[config.mk]
export PLATFORM = sky130hd
export DESIGN_NAME = dump_scheduler
export DESIGN_NICKNAME = d
export VERILOG_FILES = /design/src/rtl/gps_pkg.sv /design/src/rtl/sync_fifo.sv /design/src/rtl/dump_scheduler.sv
export SDC_FILE = /design/constraint.sdc
export NUM_CORES = 1
export LEC_CHECK = 0
export CAP_MARGIN = 20
export CORE_UTILIZATION = 25
export CTS_CLUSTER_SIZE = 20
export DETAILED_ROUTE_END_ITERATION = 10
export PLACE_DENSITY = 0.46
export RECOVER_POWER = 100
export SYNTH_ARGS = -nofsm -noshare
export SYNTH_HDL_FRONTEND = slang
export SYNTH_SLANG_ARGS = --single-unit
export TNS_END_PERCENT = 1
[constraint.sdc]
create_clock -name clk -period 3.98 [get_ports clk]
set_input_delay 0.995 -clock clk [delete_from_list [all_inputs] [get_ports clk]]
set_output_delay 0.995 -clock clk [all_outputs]
set_load 0.005 [all_outputs]
[src/rtl/gps_pkg.sv]
// Shared types and helpers for the correlator-to-SPI result path.
package gps_pkg;

    localparam int unsigned SPI_WORD_W = 32;
    localparam int unsigned FA_W       = 14;

    // Integrate-and-dump sequencer states
    typedef enum logic [1:0] {
        ST_IDLE      = 2'd0,
        ST_INTEGRATE = 2'd1,
        ST_DUMP_WAIT = 2'd2
    } sched_state_e;

    // Layout of one result word on the SPI link
    typedef struct packed {
        logic [1:0]      pad_sin;
        logic [FA_W-1:0] fa_sin;
        logic [1:0]      pad_cos;
        logic [FA_W-1:0] fa_cos;
    } fa_word_t;

    // Pack a sin/cos accumulation pair into {2'b00, sin, 2'b00, cos}
    function automatic logic [SPI_WORD_W-1:0] pack_fa_word(
        input logic [FA_W-1:0] fa_sin,
        input logic [FA_W-1:0] fa_cos
    );
        fa_word_t w;
        w.pad_sin = 2'b00;
        w.fa_sin  = fa_sin;
        w.pad_cos = 2'b00;
        w.fa_cos  = fa_cos;
        return SPI_WORD_W'(w);
    endfunction

endpackage

[src/rtl/sync_fifo.sv]
// Small single-clock FIFO; a push into a full FIFO succeeds only alongside a pop.
module sync_fifo #(
    parameter int unsigned WIDTH = 32,
    parameter int unsigned DEPTH = 4
) (
    input  logic             clk,
    input  logic             rst_n,
    input  logic             push_i,
    input  logic [WIDTH-1:0] wdata_i,
    input  logic             pop_i,
    output logic [WIDTH-1:0] rdata_o,
    output logic             full_o,
    output logic             empty_o
);

    localparam int unsigned AW = (DEPTH > 1) ? $clog2(DEPTH) : 1;

    logic [WIDTH-1:0] mem_q [DEPTH];
    logic [AW-1:0]    wptr_q, wptr_d;
    logic [AW-1:0]    rptr_q, rptr_d;
    logic [AW:0]      cnt_q, cnt_d;
    logic             do_push, do_pop;

    assign full_o  = (cnt_q == (AW+1)'(DEPTH));
    assign empty_o = (cnt_q == '0);
    assign rdata_o = mem_q[rptr_q];

    // Accept pops when non-empty; accept pushes when space exists or a pop frees a slot
    always_comb begin
        do_pop  = pop_i && !empty_o;
        do_push = push_i && (!full_o || do_pop);
        wptr_d  = do_push ? wptr_q + AW'(1) : wptr_q;
        rptr_d  = do_pop  ? rptr_q + AW'(1) : rptr_q;
        cnt_d   = cnt_q;
        if (do_push && !do_pop) begin
            cnt_d = cnt_q + (AW+1)'(1);
        end else if (do_pop && !do_push) begin
            cnt_d = cnt_q - (AW+1)'(1);
        end
    end

    // Pointer and occupancy registers
    always_ff @(posedge clk or negedge rst_n) begin
        if (!rst_n) begin
            wptr_q <= '0;
            rptr_q <= '0;
            cnt_q  <= '0;
        end else begin
            wptr_q <= wptr_d;
            rptr_q <= rptr_d;
            cnt_q  <= cnt_d;
        end
    end

    // Storage array, no reset needed
    always_ff @(posedge clk) begin
        if (do_push) begin
            mem_q[wptr_q] <= wdata_i;
        end
    end

endmodule

[src/rtl/dump_scheduler.sv]
// Epoch sequencer: strobes dump to demod, buffers the results and feeds spi_transceiver.
module dump_scheduler
    import gps_pkg::*;
#(
    parameter int unsigned EPOCH_CYCLES = 10000,
    parameter int unsigned DUMP_TIMEOUT = 16,
    parameter int unsigned FIFO_DEPTH   = 4
) (
    input  logic                  clk,
    input  logic                  rst_n,
    input  logic                  enable,
    input  logic                  sync,
    output logic                  dump,
    input  logic [FA_W-1:0]       fa_out_sin,
    input  logic [FA_W-1:0]       fa_out_cos,
    input  logic                  fa_ready,
    output logic [SPI_WORD_W-1:0] tx_word,
    output logic                  tx_trigger,
    input  logic                  tx_busy,
    output logic                  overflow,
    output logic                  timeout,
    output logic [15:0]           epoch_count
);

    localparam int unsigned CNT_W = $clog2(EPOCH_CYCLES);
    localparam int unsigned TO_W  = $clog2(DUMP_TIMEOUT + 1);

    sched_state_e          state_q, state_d;
    logic [CNT_W-1:0]      cnt_q, cnt_d;
    logic [TO_W-1:0]       wait_q, wait_d;
    logic                  dump_q, dump_d;
    logic [15:0]           epoch_q, epoch_d;
    logic                  ovf_q, ovf_d;
    logic                  to_q, to_d;
    logic                  epoch_end_c;
    logic                  push_c;

    logic [SPI_WORD_W-1:0] tx_word_q, tx_word_d;
    logic                  tx_trig_q, tx_trig_d;
    logic                  guard_q, guard_d;
    logic                  seen_busy_q, seen_busy_d;
    logic                  gcnt_q, gcnt_d;
    logic                  pop_c;

    logic [SPI_WORD_W-1:0] fifo_rdata;
    logic                  fifo_full, fifo_empty;

    sync_fifo #(
        .WIDTH (SPI_WORD_W),
        .DEPTH (FIFO_DEPTH)
    ) u_fifo (
        .clk     (clk),
        .rst_n   (rst_n),
        .push_i  (push_c),
        .wdata_i (pack_fa_word(fa_out_sin, fa_out_cos)),
        .pop_i   (pop_c),
        .rdata_o (fifo_rdata),
        .full_o  (fifo_full),
        .empty_o (fifo_empty)
    );

    // Epoch counting, dump strobe, result capture and sticky flags
    always_comb begin
        state_d     = state_q;
        cnt_d       = cnt_q;
        wait_d      = wait_q;
        dump_d      = 1'b0;
        epoch_d     = epoch_q;
        ovf_d       = ovf_q;
        to_d        = to_q;
        push_c      = 1'b0;
        epoch_end_c = (cnt_q == CNT_W'(EPOCH_CYCLES - 1));

        if (!enable) begin
            state_d = ST_IDLE;
            cnt_d   = '0;
            wait_d  = '0;
        end else if (sync) begin
            // Restart the epoch; buffered words and the TX side are left alone
            state_d = ST_INTEGRATE;
            cnt_d   = '0;
            wait_d  = '0;
            epoch_d = '0;
            ovf_d   = 1'b0;
            to_d    = 1'b0;
        end else begin
            case (state_q)
                ST_IDLE: begin
                    state_d = ST_INTEGRATE;
                    cnt_d   = '0;
                end
                ST_INTEGRATE, ST_DUMP_WAIT: begin
                    cnt_d = epoch_end_c ? '0 : cnt_q + CNT_W'(1);
                    if (state_q == ST_DUMP_WAIT) begin
                        if (fa_ready) begin
                            push_c  = 1'b1;
                            state_d = ST_INTEGRATE;
                        end else if (wait_q == TO_W'(DUMP_TIMEOUT - 1)) begin
                            to_d    = 1'b1;
                            state_d = ST_INTEGRATE;
                        end else begin
                            wait_d = wait_q + TO_W'(1);
                        end
                    end
                    // Epochs stay contiguous regardless of the result handshake
                    if (epoch_end_c) begin
                        dump_d  = 1'b1;
                        epoch_d = epoch_q + 16'd1;
                        state_d = ST_DUMP_WAIT;
                        wait_d  = '0;
                    end
                end
                default: state_d = ST_IDLE;
            endcase
            if (push_c && fifo_full && !pop_c) begin
                ovf_d = 1'b1;
            end
        end
    end

    // Sequencer state register
    always_ff @(posedge clk or negedge rst_n) begin
        if (!rst_n) begin
            state_q <= ST_IDLE;
            cnt_q   <= '0;
            wait_q  <= '0;
            dump_q  <= 1'b0;
            epoch_q <= '0;
            ovf_q   <= 1'b0;
            to_q    <= 1'b0;
        end else begin
            state_q <= state_d;
            cnt_q   <= cnt_d;
            wait_q  <= wait_d;
            dump_q  <= dump_d;
            epoch_q <= epoch_d;
            ovf_q   <= ovf_d;
            to_q    <= to_d;
        end
    end

    // TX launch and guard: wait for busy high-then-low, or give up after 2 idle cycles
    always_comb begin
        pop_c       = !fifo_empty && !tx_busy && !guard_q;
        tx_word_d   = tx_word_q;
        tx_trig_d   = pop_c;
        guard_d     = guard_q;
        seen_busy_d = seen_busy_q;
        gcnt_d      = gcnt_q;
        if (pop_c) begin
            tx_word_d   = fifo_rdata;
            guard_d     = 1'b1;
            seen_busy_d = 1'b0;
            gcnt_d      = 1'b0;
        end else if (guard_q) begin
            if (seen_busy_q) begin
                if (!tx_busy) begin
                    guard_d = 1'b0;
                end
            end else if (tx_busy) begin
                seen_busy_d = 1'b1;
            end else if (gcnt_q) begin
                guard_d = 1'b0;
            end else begin
                gcnt_d = 1'b1;
            end
        end
    end

    // TX registers
    always_ff @(posedge clk or negedge rst_n) begin
        if (!rst_n) begin
            tx_word_q   <= '0;
            tx_trig_q   <= 1'b0;
            guard_q     <= 1'b0;
            seen_busy_q <= 1'b0;
            gcnt_q      <= 1'b0;
        end else begin
            tx_word_q   <= tx_word_d;
            tx_trig_q   <= tx_trig_d;
            guard_q     <= guard_d;
            seen_busy_q <= seen_busy_d;
            gcnt_q      <= gcnt_d;
        end
    end

    assign dump        = dump_q;
    assign tx_word     = tx_word_q;
    assign tx_trigger  = tx_trig_q;
    assign overflow    = ovf_q;
    assign timeout     = to_q;
    assign epoch_count = epoch_q;

endmodule

; Word-level counts from Yosys, hierarchy flattened
; Memory sizes are Yosys's and may differ from the RTL's. A register that Yosys moved wholly into a read port is not among the register bits.
; Cells that the tools add are included.
[classes]
muxes = 56
n_eq_ne = 15
addsub = 7
n_reduce_logical = 33
[ops]
columns = operator, count
row1 = 2-to-1 mux 16 bit, 3
row2 = 2-to-1 mux 14 bit, 3
row3 = 2-to-1 mux 5 bit, 7
row4 = 2-to-1 mux 1 bit, 33
row5 = case mux 14 bit (2 select lines), 1
row6 = "adder 16 x 1 -> 16 bit, second input constant", 1
row7 = "adder 14 x 1 -> 14 bit, second input constant", 1
row8 = "equality test 14 bit, second input constant", 1
row9 = nonzero test 2 bit, 7
row10 = 2-to-1 mux 2 bit, 6
row11 = logical AND 1 bit, 8
row12 = logical NOT 1 bit, 8
row13 = "!= test 4 x 1 -> 1 bit, second input constant", 2
row14 = 2-to-1 mux 3 bit, 2
row15 = "!= test 6 bit, second input constant", 1
row16 = AND reduction 3 bit, 2
row17 = "adder 5 x 1 -> 5 bit, second input constant", 1
row18 = "equality test 5 x 4 -> 1 bit, second input constant", 1
row19 = "!= test 5 bit, second input constant", 1
row20 = AND reduction 5 bit, 1
row21 = "adder 2 x 1 -> 2 bit, second input constant", 2
row22 = "!= test 2 x 1 -> 1 bit, second input constant", 2
row23 = "!= test 4 x 3 -> 1 bit, second input constant", 1
row24 = "!= test 4 bit, second input constant", 1
row25 = other kinds (14), 15
[word_totals]
mem_count = 1
regBits = 83
inputBits = 34
mem_bits_rw = 112
[memory_table]
columns = name, words, word_bits, rd, rd_clocked_by_memory_dff, wr, line
row1 = u_fifo.mem_q, 4, 28, 1, 1, 1, sync_fifo.sv:18  ; logic [WIDTH-1:0] mem_q [DEPTH];

; Depth between registers and ports, before layout
; Gate-level depths: netlist (run 1).
[depth]
ltp_word = 12
mapped_depth = 10
mapped_depth_nobuf = 10

; Hierarchy
; A second synthesis (run 1) with hierarchy kept.
[unflattened]
hier_cells = 559
hier_area_um2 = 8843.5
[by_module_without_submodules]
columns = mod, area_per_inst_um2, seq_area_each_um2, cells_each, n_inst
row1 = sync_fifo, 5094.9, 4018.9, 203, 1
row2 = dump_scheduler, 3748.6, 1901.8, 356, 1

; Worst setup path before layout (run 1)
; No wires, ideal clock.
[synth_timing]
path_type = in2reg
from = input port sync
to = memory u_fifo.mem_q[0][0] (netlist name), enable pin
setup_slack_ns = 1.202
t_arrival_ns = 2.391
cell_stages = 4
path_buffers = 1
cell_sequence = nand2b_1 > clkbuf_1 > nor3_2 > and2_1
[synth_via]
elab_chain_len = 5
[synth_lines]
columns = element, line
row1 = from (decl), dump_scheduler.sv:12  ; input logic sync,
row2 = 2-to-1 mux 1 bit, dump_scheduler.sv:78  ; end else if (sync) begin
row3 = 2-to-1 mux 1 bit, dump_scheduler.sv:74  ; if (!enable) begin
row4 = logical AND 1 bit, sync_fifo.sv:31  ; do_push = push_i && (!full_o || do_pop);
row5 = named net u_fifo.do_push, sync_fifo.sv:22  ; logic do_push, do_pop;
row6 = 2-to-1 mux 1 bit, sync_fifo.sv:57  ; if (do_push) begin
row7 = 2-to-1 mux 1 bit (not written as such), sync_fifo.sv:58  ; mem_q[wptr_q] <= wdata_i;
row8 = to (decl), sync_fifo.sv:18
; The timed path passes the listed nets, and every way through them passes these cells.

; Worst setup path after layout (run 1)
[layout_timing]
from = input port sync
to = memory u_fifo.mem_q[2][6] (netlist name), enable pin
; The elaborated chain is that of the path after synthesis.

==> qor.yml, run 1 <==
route.detailed.drc: 10
critPathTopFamily: "buffers and inverters"
synth_ff_type: "edfxtp_1"
ctsResizeCount: 0
layout_min_cycle_time_ns: 3.27
slew_viol_final: 35
post_cts_buffers: 0
htree_num_levels: 4
drtIter0Drc: 232
yosys_warnings: 0
wl_per_cell_um: 17.2
clkLatencyLatePin_ns: 0.45
tns_ns: 0
routed_wl_um: 17200
status: "finished, violations left"
path_class: "in2reg"
rsz0062_at_grt: "false"
synth_seq_area_share: 0.676
layout-drive-gt1-share: 0.176
grt_use_total: 0.112
numCtsBuffers: 17
rows: 64
drv_cap: 1
ant_nets: 0
worst-slew-pin-transition_ns: 2.13
cts_tree: "built"
crit_fanout: 28
first_pass_iters: 7
fp.dieArea_um2: 32300
crit_chain: "dlygate4sd3_1, nand2b_1, nor3_1, clkbuf_1, and2_2, clkbuf_2"
routed.top_layer: "met5"
required_ns: 4.04
post-route-period-util: 0.822
antenna_found_initial: 6
ios: 86
area_growth_pct: 24.7
n_fill_cell: 3015
cts_root_buffer: "clkbuf_16"
dp.cells: 966
clock_path_buffers: 2
final_cells: 999
grt_start_max_net_pins: 35
ys_ff_latch: 191
crit_buf_inv: 3
core_area_um2: 30800
grt_pass1_vias: 4913
die-height_um: 180
critical-path-max-stage-delay_ns: 0.69
via_per_inst: 4.60
power_frac_seq: 0.521
critPathCaptureType: "register"
arrival_ns: 3.33
wl_met1_um: 7670
finalHoldViolCount: 0
power.internal_mw: 3.04
p_sw_mw: 1.02
ir_drop_uv: 361
grt_first_pass_wirelength_um: 27800
violations: "design-rule violations, max-capacitance violations, max-slew violations"
cts_sinks: 191
leakagePower_nw: 3.72
wl_met3_um: 747
synthCells: 496
gp_congestion: 0.732
initial_core_util: 0.256
setup-violations-final: 0
hold_buffers: 0
syn_area_per_cell_um2: 15.9
start_kind: "primary input"
finClkSkew_ns: 0.0171
max_freq_ghz: 0.306
dpl.hpwl_um: 11000
slew_headroom: -0.419
gr-total-overflow: 0
switching_share: 0.251
synth_edf_count: 112
pwr-share-comb: 0.027
numPortBuffers: 81
die_width_um: 180
critPathSlowestCell: "dlygate4sd3_1"
p_per_area_nw_per_um2: 412
met2RoutedLength_um: 8500
hp-class: "reg2reg"
syn_area_um2: 7900
async_flop_share: 0.414
clk_pin_slew_ns: 0.08
vias: 4594
nets: 636
synthDistinctLibCells: 53
p_clk_frac: 0.452
-- layout make-up --
cell class | instances | area, um2 | share of cell area
inverter | 13 | 48.8 | 0.00495
clock buffer | 17 | 425 | 0.0432
tap | 396 | 495 | 0.0503
clock inverter | 15 | 225 | 0.0229
multi-input combinational | 271 | 2390 | 0.243
antenna | 1 | 2.50 | 0.000254
timing repair buffer | 95 | 925 | 0.0938
sequential | 191 | 5340 | 0.542
-- state kept, by name, indices dropped and copies added (netlist names) --
| register | count |
|---|---|
| wait_q | 5 |
| dump | 1 |
| tx_word | 28 |
| gcnt_q | 1 |
| guard_q | 1 |
| overflow | 1 |
| state_q | 2 |
| cnt_q | 14 |
| u_fifo.rptr_q | 2 |
| u_fifo.wptr_q | 2 |
| u_fifo.cnt_q | 3 |
| timeout | 1 |
| u_fifo.mem_q | 112 |
| epoch_count | 16 |
| tx_trigger | 1 |
| seen_busy_q | 1 |
-- power by group through the flow --
stage / sequential (mW) / combinational (mW) / clock (mW)
3_5_place_dp: 2.16 / 0.122 / 0
4_1_cts: 2.11 / 0.122 / 1.90
5_1_grt: 2.12 / 0.123 / 1.97
2_1_floorplan: 2.16 / 0.0353 / 0
3_3_place_gp: 2.16 / 0.117 / 0
6_report: 2.11 / 0.109 / 1.84
-- worst paths after layout --
path	start	endpoint	slack, ns	cells after the start
worst max-delay path	sync	u_fifo.mem_q[2][6]$_DFFE_PP_	0.71	6
worst min-delay path	gcnt_q$_DFFE_PN0P_	gcnt_q$_DFFE_PN0P_	0.49	1
worst max register to register	state_q[1]$_DFFE_PN0P_	cnt_q[11]$_DFFE_PN0P_	1.39	7
worst min register to register	gcnt_q$_DFFE_PN0P_	gcnt_q$_DFFE_PN0P_	0.49	1
max in group asynchronous	rst_n	u_fifo.cnt_q[1]$_DFFE_PN0P_	1.13	2
min in group asynchronous	rst_n	epoch_count[11]$_DFFE_PN0P_	1.18	1
-- per-stage QoR --
step / setup slack (ns) / total power, mW / hold WS [ns] / utilization / cell area [um2]
floorplan: 1.20 / 2.19 / 0.451 / - / 7920
global placement: 0.717 / 2.27 / 0.462 / 0.300 / 9240
detailed placement: 0.664 / 2.28 / 0.479 / 0.300 / 9250
CTS: 1.12 / 4.13 / 0.499 / 0.321 / 9900
global route: 0.523 / 4.21 / 0.525 / 0.320 / 9850
finish: 0.709 / 4.06 / 0.492 / 0.320 / 9850
-- cells by family (layout without fill, tap and decap cells) --
kind of cell	count (synthesis)	in the layout	synth area share
xor gates and xnor gates	13	13	0.0144
DFF	191	191	0.676
other	1	5	0.000474
buffers and inverters	37	140	0.0225
muxes	61	61	0.126
adders and majority gates	13	13	0.0215
AOI/OAI and AO/OA	57	57	0.0469
and+or+nand+nor	123	123	0.0923
-- cell usage after synthesis (all sizes together) (2+ instances only) --
cell type  number  area share
edfxtp        112        0.43
dfrtp          79        0.25
mux2           30       0.043
mux4           28       0.080
nand2          25       0.012
a21oi          20       0.013
buf            18       0.013
nor2           16      0.0076
nand4          14       0.013
inv            13      0.0062
nand3          13      0.0082
ha             12       0.019
o31ai          10       0.010
o21ai           9      0.0057
xor2            9       0.010
and2            8      0.0063
or4             8      0.0076
nand2b          7      0.0055
and3            6      0.0047
clkbuf          6      0.0030
or3             5      0.0040
nor3            4      0.0032
xnor2           4      0.0044
a41oi           3      0.0033
and4            3      0.0033
mux2i           3      0.0038
nor3b           3      0.0028
nor4            3      0.0024
nor4b           3      0.0071
a211oi          2      0.0019
nand3b          2      0.0019
nor2b           2      0.0016
o21a            2      0.0019
o22ai           2      0.0016
o311ai          2      0.0022
-- layout by cell type (no fill, tap or decap), types with 4 or more instances in the layout --
cell	n
conb_1	4
nand2b_1	7
or4_1	8
nand2_1	25
nor3_1	4
edfxtp_1	112
clkbuf_1	5
o21ai_0	9
xor2_1	9
inv_12	7
ha_1	12
mux2_2	30
inv_1	13
o31ai_1	10
dfrtp_1	78
nor2_1	16
a21oi_1	20
nand3_1	13
clkinv_8	4
and2_0	4
clkbuf_16	17
mux4_2	28
buf_4	4
dlygate4sd3_1	80
or3_1	5
xnor2_1	4
and3_1	6
nand4_1	13
-- worst reg2reg max path, delay by kind of cell (launching register included) --
kind	cells	cell delay, ns
buf+inv	3	0.59
flops	1	0.41
compound gates	3	0.99
fa+ha+maj	1	0.53
-- routing by layer --
metal,up-vias,global-route usage
met5,-,0
met4,10,0.0338
li1,2093,-
met1,2362,0.142
met3,28,0.0322
met2,101,0.184
No activity file was read; power rests on OpenSTA's default activity.
==> run 2, diff against run 1 <==
Clock period 3.98 ns to 3.13 ns, I/O delays scaled along.
==> run 2 against run 1 <==
Against the previous run: the flow finishes with violations (design-rule violations); critical path type unchanged; final area fell by 0.56%; clock power rose by 16%; via count shrank 0.48%; first-iteration DRC count shrank 5.6%; global-route usage is 0.060 points lower; sequential share of layout area rose by 0.30 points; largest cell class unchanged; total power increased by 23%; register-to-register slack worse by 0.71 ns; utilization down 0.18 points; clock skew decreased by 0.0033 ns; setup slack got worse by 0.38 ns.
==> qor.yml, run 2 (synthesis results as in run 1) <==
status: "finished, violations left"
violations: "design-rule violations"
cts_root_buffer: "clkbuf_16"
wl_per_cell_um: 16.9
die-height_um: 180
gp_congestion: 0.762
grt_start_max_net_pins: 47
grt_use_total: 0.111
crit_chain: "dlygate4sd3_1, nor2_1, nor4b_1, clkbuf_1, nor3_2, clkbuf_1, and2_2, clkbuf_4"
required_ns: 3.20
die_width_um: 180
rows: 64
setup-violations-final: 0
power.internal_mw: 3.80
hp-class: "reg2reg"
ant_nets: 0
p_clk_frac: 0.430
ios: 86
antenna_found_initial: 0
core_area_um2: 30800
grt_pass1_vias: 4911
n_fill_cell: 3015
numPortBuffers: 81
htree_num_levels: 4
clk_pin_slew_ns: 0.07
leakagePower_nw: 3.71
diodes: 0
cts_sinks: 191
numCtsBuffers: 17
initial_core_util: 0.256
clkLatencyLatePin_ns: 0.43
critical-path-max-stage-delay_ns: 0.59
area_growth_pct: 24.0
post_cts_buffers: 0
slew_headroom: 0.149
whs_path_depth: 1
via_per_inst: 4.55
grt_first_pass_wirelength_um: 27600
critPathLaunch: "tx_busy"
rsz0062_at_grt: "false"
top_usage_layer: "met2"
drv_cap: 0
finClkSkew_ns: 0.0139
hold_start: "gcnt_q$_DFFE_PN0P_"
vias: 4572
ctsResizeCount: 0
layout_min_cycle_time_ns: 2.80
hold_buffers: 0
largest_reg_flops: 112
pwr-share-comb: 0.029
r2r_end: "cnt_q[10]$_DFFE_PN0P_"
arrival_ns: 2.87
rrSetupSlack_ns: 0.68
hold_ws_ns: 0.479
worst-slew-pin-transition_ns: 1.28
critPathSlowestCell: "dlygate4sd3_1"
slew_viol_final: 0
grt_util_met2: 0.182
post-route-period-util: 0.896
start_kind: "primary input"
max_freq_ghz: 0.357
p_sw_mw: 1.17
path_class: "in2reg"
tns_ns: 0
crit_buf_inv: 4
critPathCaptureType: "register"
switching_share: 0.235
route.detailed.drc: 5
postLayoutCoreUtil: 0.318
top_register: "u_fifo.mem_q"
finalHoldViolCount: 0
routed_wl_um: 16900
use_met1: 0.144
met3_usage: 0.0300
holdPathEnd: "gcnt_q$_DFFE_PN0P_"
drtIter0Drc: 219
mostFrequentLayoutCells: "edfxtp_1, dfrtp_1, dlygate4sd3_1"
layout-drive-gt1-share: 0.183
crit_fanout: 28
fp.dieArea_um2: 32300
final_common_cell: "edfxtp_1"
cts_tree: "built"
gr-total-overflow: 0
final_cells: 1004
first_pass_iters: 7
dpl.hpwl_um: 11100
power_frac_seq: 0.541
clock_path_buffers: 2
nets: 642
r2r_cells: 7
path_common_cell: "clkbuf_1"
reg2reg_from: "state_q[1]$_DFFE_PN0P_"
dp.cells: 972
p_per_area_nw_per_um2: 507
ir_drop_uv: 380
critPathTopFamily: "buffers and inverters"
-- run 2: cell count changes in the layout (fill, tap and decap cells not counted), sizes merged --
cell / change
clkbuf: +6
clkdlybuf4s50: +2
clkinv: +2
clkinvlp: +2
diode: -1
dlygate4sd3: -2
inv: -4
-- run 2: layout make-up --
cell class                      count  area, um2  area share
Clock buffer                       17        425      0.0434
Timing Repair Buffer              101        922      0.0941
Multi-Input combinational cell    271       2400       0.245
Tap cell                          396        495      0.0506
Sequential cell                   191       5340       0.545
Clock inverter                     15        168      0.0171
Inverter                           13       48.8     0.00498
-- run 2: power groups by stage --
| stage | sequential [mW] | clock, mW | combinational (mW) |
|---|---|---|---|
| 3_3_place_gp | 2.74 | 0 | 0.156 |
| 6_report | 2.69 | 2.14 | 0.143 |
| 5_1_grt | 2.69 | 2.32 | 0.162 |
| 4_1_cts | 2.69 | 2.22 | 0.161 |
| 3_5_place_dp | 2.74 | 0 | 0.160 |
| 2_1_floorplan | 2.74 | 0 | 0.0449 |
-- run 2: metal layers --
| metal | wire length (um) | part of all wire | vias to the layer above |
|---|---|---|---|
| met2 | 8070 | 0.48 | 107 |
| met3 | 723 | 0.043 | 11 |
| li1 | - | - | 2099 |
| met5 | 0 | 0 | - |
| met4 | 172 | 0.010 | 0 |
| met1 | 7980 | 0.47 | 2355 |
-- run 2: worst max path at each step --
| stage | to | slack [ns] | depth (start not counted) |
|---|---|---|---|
| after floorplan | u_fifo.mem_q[0][0]$_DFFE_PP_ | 0.56 | 4 |
| after global placement | u_fifo.cnt_q[2]$_DFFE_PN0P_ | 0.05 | 11 |
| after detailed placement | u_fifo.cnt_q[2]$_DFFE_PN0P_ | 0.04 | 11 |
| after CTS | u_fifo.cnt_q[2]$_DFFE_PN0P_ | 0.50 | 11 |
| after global routing | u_fifo.mem_q[3][26]$_DFFE_PP_ | 0.15 | 8 |
| final | u_fifo.mem_q[2][13]$_DFFE_PP_ | 0.33 | 8 |
-- run 2: stage by stage --
stage | setup WS, ns | instance area (um2) | total power [mW]
global route | 0.151 | 9800 | 5.17
floorplan | 0.564 | 7920 | 2.79
finish | 0.327 | 9800 | 4.97
CTS | 0.496 | 9890 | 5.06
detailed placement | 0.0426 | 9300 | 2.90
global placement | 0.0550 | 9300 | 2.90
